--- config.mk ---
export PLATFORM = sky130hd
export DESIGN_NAME = m3_phase_step_gen
export DESIGN_NICKNAME = d
export VERILOG_FILES = /design/src/rtl/m3_pkg.sv /design/src/rtl/m3_step_decode.sv /design/src/rtl/m3_phase_step_gen.sv
export SDC_FILE = /design/constraint.sdc
export NUM_CORES = 1
export LEC_CHECK = 0
export CORE_MARGIN = 2
export CORE_UTILIZATION = 50
export DETAILED_ROUTE_END_ITERATION = 10
export PLACE_DENSITY_LB_ADDON = 0.1
export SLEW_MARGIN = 20
export SYNTH_ARGS = -nofsm -noshare
export SYNTH_HDL_FRONTEND = slang
export SYNTH_HIERARCHICAL = 1
export SYNTH_SLANG_ARGS = --single-unit
--- constraint.sdc ---
create_clock -name clkI -period 4.1 [get_ports clkI]
set_input_delay 1.025 -clock clkI [delete_from_list [all_inputs] [get_ports clkI]]
set_output_delay 1.025 -clock clkI [all_outputs]
set_load 0.05 [all_outputs]
--- src/rtl/m3_pkg.sv ---
// -----------------------------------------------------------------------------
// m3_pkg
// Shared definitions for the M3 commutation step generator: FSM state
// encoding, step-length floor, dead-time length, last step index and the
// six-step gate drive table. Also provides the step-length clamp helper.
// Drive table entries are packed {hi[2:0], lo[2:0]}, each field ordered {W,V,U}.
// -----------------------------------------------------------------------------
package m3_pkg;

    typedef enum logic [1:0] {
        ST_IDLE = 2'd0,
        ST_RUN  = 2'd1,
        ST_HOLD = 2'd2
    } state_t;

    localparam logic [31:0] STEP_LEN_MIN = 32'd40;
    localparam logic [3:0]  DEAD_CYCLES  = 4'd8;
    localparam logic [2:0]  STEP_LAST    = 3'd5;

    // step: 0 U/V, 1 U/W, 2 V/W, 3 V/U, 4 W/U, 5 W/V
    localparam logic [5:0] DRIVE_TABLE [6] = '{
        6'b001_010,
        6'b001_100,
        6'b010_100,
        6'b010_001,
        6'b100_001,
        6'b100_010
    };

    // Short step requests are raised to the minimum length; no arithmetic
    // is done on the raw input, so nothing can wrap.
    function automatic logic [31:0] clamp_len(input logic [31:0] len);
        return (len < STEP_LEN_MIN) ? STEP_LEN_MIN : len;
    endfunction

endpackage

--- src/rtl/m3_step_decode.sv ---
// -----------------------------------------------------------------------------
// m3_step_decode
// Combinational step index -> gate pattern lookup.
// Ports:
//   i_stepIdx  [2:0]  step index 0..5 (other codes decode to all-off)
//   o_phaseHi  [2:0]  high-side gates {W,V,U}
//   o_phaseLo  [2:0]  low-side gates {W,V,U}
// -----------------------------------------------------------------------------
module m3_step_decode
    import m3_pkg::*;
(
    input  logic [2:0] i_stepIdx,
    output logic [2:0] o_phaseHi,
    output logic [2:0] o_phaseLo
);

    always_comb begin
        o_phaseHi = 3'b000;
        o_phaseLo = 3'b000;
        if (i_stepIdx <= STEP_LAST) begin
            o_phaseHi = DRIVE_TABLE[i_stepIdx][5:3];
            o_phaseLo = DRIVE_TABLE[i_stepIdx][2:0];
        end
    end

endmodule

--- src/rtl/m3_phase_step_gen.sv ---
// -----------------------------------------------------------------------------
// m3_phase_step_gen
// Six-step BLDC commutation generator. Each step lasts L clocks, where
// L = max(roundLenI, 40) is sampled at the start of the step. Supports
// reverse rotation, a force-stop hold that freezes position with gates off,
// and a per-round pulse for the speed calculator.
//
// Ports:
//   clkI          system clock
//   nRstI         asynchronous active-low reset
//   workingI      enable; low returns to idle with everything off
//   m3forceStopI  gates off, step and counter frozen (HOLD)
//   m3invRotateI  1 = reverse step order, sampled at each step advance
//   roundLenI     [31:0] clocks per commutation step
//   phaseHiO      [2:0] high-side gates {W,V,U}
//   phaseLoO      [2:0] low-side gates {W,V,U}
//   stepIdxO      [2:0] current step 0..5
//   nextRoundO    one-cycle pulse on each completed electrical round
//   busyO         1 when not idle
//
// Build option: define M3_DEADTIME_EN to blank both gate sets for the first
// DEAD_CYCLES clocks of every step (step period unchanged).
// -----------------------------------------------------------------------------
module m3_phase_step_gen
    import m3_pkg::*;
(
    input  logic        clkI,
    input  logic        nRstI,
    input  logic        workingI,
    input  logic        m3forceStopI,
    input  logic        m3invRotateI,
    input  logic [31:0] roundLenI,
    output logic [2:0]  phaseHiO,
    output logic [2:0]  phaseLoO,
    output logic [2:0]  stepIdxO,
    output logic        nextRoundO,
    output logic        busyO
);

    state_t      r_state;
    logic [2:0]  r_stepIdx;
    logic [31:0] r_cnt;
    logic [2:0]  r_phaseHi;
    logic [2:0]  r_phaseLo;
    logic        r_nextRound;
    logic        r_busy;

    state_t      w_nextState;
    logic [2:0]  w_nextIdx;
    logic [2:0]  w_advIdx;
    logic [31:0] w_nextCnt;
    logic [31:0] w_reload;
    logic        w_drive;
    logic        w_round;
    logic        w_gate;
    logic [2:0]  w_tblHi;
    logic [2:0]  w_tblLo;

    always_comb begin
        w_reload = clamp_len(roundLenI) - 32'd1;
        if (m3invRotateI)
            w_advIdx = (r_stepIdx == 3'd0) ? STEP_LAST : r_stepIdx - 3'd1;
        else
            w_advIdx = (r_stepIdx == STEP_LAST) ? 3'd0 : r_stepIdx + 3'd1;
    end

    // Next-state logic. workingI low wins over every other input.
    always_comb begin
        w_nextState = r_state;
        w_nextIdx   = r_stepIdx;
        w_nextCnt   = r_cnt;
        w_drive     = 1'b0;
        w_round     = 1'b0;
        if (!workingI) begin
            w_nextState = ST_IDLE;
            w_nextIdx   = 3'd0;
            w_nextCnt   = 32'd0;
        end else begin
            case (r_state)
                ST_IDLE: begin
                    if (!m3forceStopI) begin
                        w_nextState = ST_RUN;
                        w_nextIdx   = 3'd0;
                        w_nextCnt   = w_reload;
                        w_drive     = 1'b1;
                    end
                end
                ST_RUN: begin
                    if (m3forceStopI) begin
                        // Freeze step and counter; gates go off.
                        w_nextState = ST_HOLD;
                    end else if (r_cnt == 32'd0) begin
                        w_nextIdx = w_advIdx;
                        w_nextCnt = w_reload;
                        w_drive   = 1'b1;
                        // A round completes when the sequence wraps in
                        // whichever direction it is turning.
                        w_round   = (!m3invRotateI && r_stepIdx == STEP_LAST) ||
                                    ( m3invRotateI && r_stepIdx == 3'd0);
                    end else begin
                        w_nextCnt = r_cnt - 32'd1;
                        w_drive   = 1'b1;
                    end
                end
                ST_HOLD: begin
                    if (!m3forceStopI) begin
                        // Resume the held step with a full fresh period.
                        w_nextState = ST_RUN;
                        w_nextCnt   = w_reload;
                        w_drive     = 1'b1;
                    end
                end
                default: begin
                    w_nextState = ST_IDLE;
                    w_nextIdx   = 3'd0;
                    w_nextCnt   = 32'd0;
                end
            endcase
        end
    end

    // Decode the step that will be visible after the next edge so the gate
    // outputs can be registered alongside stepIdxO.
    m3_step_decode u_decode (
        .i_stepIdx (w_nextIdx),
        .o_phaseHi (w_tblHi),
        .o_phaseLo (w_tblLo)
    );

`ifdef M3_DEADTIME_EN
    logic [3:0] r_deadCnt;
    logic [3:0] w_nextDead;
    logic       w_stepStart;

    // A step starts on every driven edge except plain countdown in RUN.
    always_comb begin
        w_stepStart = w_drive && ((r_state != ST_RUN) || (r_cnt == 32'd0));
        if (w_stepStart)
            w_nextDead = DEAD_CYCLES;
        else if (r_deadCnt != 4'd0)
            w_nextDead = r_deadCnt - 4'd1;
        else
            w_nextDead = 4'd0;
        w_gate = w_drive && (w_nextDead == 4'd0);
    end

    always_ff @(posedge clkI or negedge nRstI) begin
        if (!nRstI)
            r_deadCnt <= 4'd0;
        else
            r_deadCnt <= w_nextDead;
    end
`else
    assign w_gate = w_drive;
`endif

    // Registered state and outputs.
    always_ff @(posedge clkI or negedge nRstI) begin
        if (!nRstI) begin
            r_state     <= ST_IDLE;
            r_stepIdx   <= 3'd0;
            r_cnt       <= 32'd0;
            r_phaseHi   <= 3'b000;
            r_phaseLo   <= 3'b000;
            r_nextRound <= 1'b0;
            r_busy      <= 1'b0;
        end else begin
            r_state     <= w_nextState;
            r_stepIdx   <= w_nextIdx;
            r_cnt       <= w_nextCnt;
            r_phaseHi   <= w_gate ? w_tblHi : 3'b000;
            r_phaseLo   <= w_gate ? w_tblLo : 3'b000;
            r_nextRound <= w_round;
            r_busy      <= (w_nextState != ST_IDLE);
        end
    end

    assign phaseHiO   = r_phaseHi;
    assign phaseLoO   = r_phaseLo;
    assign stepIdxO   = r_stepIdx;
    assign nextRoundO = r_nextRound;
    assign busyO      = r_busy;

endmodule

==> qor_table.md <==
| Quantity | Reported | Unit |
|:---|:---|:---|
| Detailed-route DRC error count | 0 | - |
| Run status | finished clean | - |
| Data arrival time at the worst-slack endpoint | 4.22 | ns |
| TritonCTS clock tree | yes | - |
| Switching part of the total power | 36.1 | % |
| Peak per-stage delay on the critical path | 0.56 | ns |
| Master of the slowest instance on the critical path | sky130_fd_sc_hd__or4_4 | - |
| All-layer global routing usage | 30.6 | % |
| Main flop type after synthesis | sky130_fd_sc_hd__dfrtp_1 | - |
| Post-detailed-route count of antenna-violating nets | 0 | - |
| Switching pwr | 0.000418 | W |
| Cells along the critical path | buf_6, or4_4, nor4b_4, nand4_4, nand2_2, ha_4, or4b_4, or4_4, a211oi_4, nand2_1, xor2_1, nor2_1, a221o_1 | - |
| Global Route met3 Usage | 5.50 | % |
| Number of placement rows | 30 | - |
| Max Buffers Root-to-Sink | 2 | - |
| Slew @ Worst Pin | 0.648 | ns |
| I/O pins | 48 | - |
| Iter 0 DRT Violations | 476 | - |
| Clock network power share | 25.7 | % |
| Share of power burned in registers | 44.9 | % |
| Worst hold path class | register to register | - |
| Overflow left after global routing | 0 | - |
| CTS clock-pin slew for the worst setup and hold paths | 0.09 | ns |
| Antenna diode instance count | 0 | - |
| Pin count of the biggest net entering global routing | 46 | - |
| Number of synthesized flops with an enable pin | 0 | - |
| TNS Setup | 0 | ns |
| Clock root buffer | sky130_fd_sc_hd__clkbuf_8 | - |
| Initial antenna violation count | 0 | - |
| Internal power summed over all cells | 0.000741 | W |
| RePlAce Congestion | 0.928 | - |
| Synth cell types | 70 | - |
| Worst IR drop on VDD | 0.175 | mV |
| Core ar. | 6760 | µm² |
| Vias post-DR | 3920 | - |
| Worst Setup Path Type | primary input to register | - |
| Pre-antenna DRT Iters | 5 | - |
| Maximum operating frequency | 249 | MHz |
| Dpl hpwl | 8240 | µm |
| Layout cell share with drive strength beyond 1 | 19.7 | % |
| Die area | 7660 | µm² |
| Final hold viol count | 0 | - |
| Initial Utilization | 51.6 | % |
| Number of global-route vias before repair | 3798 | - |
| Proportion of synthesized flip-flops having asynchronous set or reset | 100 | % |
| Critical Path Most Common Cell | sky130_fd_sc_hd__or4_4 | - |
| Post-route cell area | 4620 | µm² |
| Comb power frac | 29.5 | % |
| Average via count per standard cell | 6.34 | - |
| H-tree depth | 2 | - |
| Routing usage on met2 | 49.5 | % |
| Clock insertion delay at the later pin of the skew report | 0.31 | ns |
| Total cell area at the placement stage | 4460 | µm² |
| Req. time, crit path | 4.30 | ns |
| Kind of start point of the critical path | primary input | - |
| Power density over cell area | 251 | nW/µm² |
| Count of max-cap constraint violations | 0 | - |
| Final clock skew | 0.00380 | ns |
| Max Transition Viols Final | 0 | - |
| Num Clock Sinks | 45 | - |
| Headroom to the max-slew limit | 56.7 | % |
| Count of yosys warnings during synthesis | 6 | - |
| Period minus WS final | 4.02 | ns |
| Fillcell total | 578 | - |
| Flip-flop and latch count after synthesis | 45 | - |
| Cell type group with the largest total delay on the critical path | simple AND/OR/NAND/NOR gates | - |
| Unrepaired setup endpoints after global routing | true | - |
| Floorplan die height | 87.5 | µm |
| Average detailed-routed wire length per instance | 18.1 | µm |
| Most used routing layer | met2 | - |
| Leakage dissipation | 1.89 | nW |
| Met1 usage | 41.1 | % |
| Nets | 581 | - |
| Post-synthesis cell count | 437 | - |
| Total CTS buffers | 5 | - |
| Total nets after synthesis | 481 | - |
| Layout area overhead | 32.4 | % |
| Fraction of the yosys area taken by sequential cells | 32.3 | % |
| Finish-stage setup viols | 0 | - |
| Post-synthesis instance area | 3490 | µm² |
| Post-Syn Area per Cell | 7.98 | µm² |
| Drt total wl | 11200 | µm |
| Width of the die | 87.5 | µm |
| Post-route clock period utilization | 98.1 | % |
| Number of buffer cells added on primary ports | 47 | - |
| Buffer and inverter count on the worst path | 1 | - |
| Endpoint class of the critical path | register | - |
| Wire length of the first global-routing pass | 18400 | µm |
| Total chip power | 0.00116 | W |
| Highest net fanout along the worst path | 4 | - |
-- power groups by stage --
stage	Sequential, W	Clock, W	Combinational, W
detailed placement	0.000527	0	0.000331
global placement	0.000524	0	0.000327
global route	0.000526	0.000314	0.000375
finish	0.000520	0.000298	0.000341
floorplan	0.000521	0	0.000183
CTS	0.000518	0.000297	0.000332
-- final timing paths --
path | startpoint | end | slack (ns) | cells after the start
worst max-delay path | roundLenI[28] | r_cnt[26] | 0.08 | 13
worst min-delay path | r_cnt[18] | r_cnt[18] | 0.53 | 2
worst max register to register | r_cnt[15] | phaseLoO[0] | 0.51 | 13
worst min register to register | r_cnt[18] | r_cnt[18] | 0.53 | 2
max in group asynchronous | nRstI | r_cnt[15] | 2.98 | 1
min in group asynchronous | nRstI | r_cnt[8] | 0.72 | 1
-- area by class of cell --
type                            instances  area, µm²  area share, %
Multi-Input combinational cell        367       2360           51.0
Clock buffer                            5       68.8           1.49
Clock inverter                          3       22.5          0.488
Sequential cell                        45       1130           24.4
Inverter                               10       37.5          0.813
Timing Repair Buffer                  108        905           19.6
Tap cell                               80        100           2.17
-- layout by cell type, fill, tap and decap left out, types with 5 or more instances in the layout --
master,netlist,final
sky130_fd_sc_hd__nor2_1,45,44
sky130_fd_sc_hd__and3_1,7,7
sky130_fd_sc_hd__a21oi_1,23,23
sky130_fd_sc_hd__nand3_1,18,18
sky130_fd_sc_hd__dlygate4sd2_1,0,11
sky130_fd_sc_hd__clkdlybuf4s50_1,0,26
sky130_fd_sc_hd__xor2_1,10,10
sky130_fd_sc_hd__ha_1,7,6
sky130_fd_sc_hd__o21ai_1,6,7
sky130_fd_sc_hd__buf_4,0,62
sky130_fd_sc_hd__inv_1,10,10
sky130_fd_sc_hd__clkbuf_8,0,5
sky130_fd_sc_hd__o22ai_1,5,5
sky130_fd_sc_hd__nand2_1,57,55
sky130_fd_sc_hd__nor4_1,14,14
sky130_fd_sc_hd__or3_1,9,9
sky130_fd_sc_hd__nor3_1,24,24
sky130_fd_sc_hd__dfrtp_1,45,45
sky130_fd_sc_hd__or4_4,2,7
sky130_fd_sc_hd__o21ai_0,31,30
sky130_fd_sc_hd__xnor2_1,16,16
-- sequential cells by signal, summed over array words and instances (netlist names) --
signal / count
phaseLoO: 3
stepIdxO: 3
phaseHiO: 3
nextRoundO: 1
busyO: 1
r_state: 2
r_cnt: 32
-- cell usage after synthesis, drive strengths merged (4+ instances only) --
cell / count / area share [%]
xor2: 10 / 2.5
nand3: 19 / 2.9
clkbuf: 12 / 1.3
o22ai: 5 / 0.90
nand2: 57 / 6.1
nor2: 45 / 4.8
nor4: 15 / 2.9
nor3: 25 / 3.7
ha: 7 / 2.5
nor2b: 4 / 0.72
o211ai: 4 / 1.1
a32oi: 4 / 1.0
nand4b: 4 / 1.0
inv: 10 / 1.1
a31oi: 5 / 0.90
nand4: 4 / 0.90
or3: 11 / 2.3
xnor2: 16 / 4.0
or4: 9 / 2.2
nor4b: 5 / 1.7
a21oi: 23 / 3.3
dfrtp: 45 / 32
and3: 7 / 1.3
o21ai: 37 / 5.3
-- layer usage --
metal | part of all wire [%] | vias up
li1 | - | 1852
met1 | 42 | 1809
met2 | 45 | 221
met3 | 8.9 | 38
met4 | 3.3 | 0
met5 | 0 | -
-- cells by family (layout without fill, tap and decap cells) --
group / count (synthesis) / after routing / share of synthesized area (%)
AO/OA/AOI/OAI: 111 / 111 / 21.3
XOR/XNOR: 26 / 26 / 6.53
adder cells (fa/ha/maj): 7 / 7 / 2.51
buffers and inverters: 25 / 126 / 2.94
flip-flops: 45 / 45 / 32.3
AND/OR/NAND/NOR: 223 / 223 / 34.4
-- worst register-to-register path, delay by kind of cell (launching register included) --
| kind | cells | cell delay (ns) |
|---|---|---|
| fa+ha+maj | 1 | 0.21 |
| buf+inv | 2 | 0.23 |
| flops | 1 | 0.45 |
| simple gates | 7 | 2.21 |
| compound gates | 3 | 0.41 |
-- per-stage QoR --
stage                     std cells  util (%)  hold WS (ns)  setup slack [ns]
after floorplan                 437         -         0.463            -0.294
after global placement          605      66.0         0.483            -0.526
after detailed placement        605      66.0         0.510            -0.598
after CTS                       617      67.9         0.531           -0.0863
after global routing            618      68.3         0.570           -0.0456
final                           618      68.3         0.531            0.0776
-- timing repair --
item	4_1_cts	5_1_grt
gates resized for setup	46	5
endpoints found under the setup margin	9	9
setup buffers	5	1
hold buffers	0	0
pin swaps	16	10
hold endpoints to repair	0	0
(Power assumes the default switching activity.)
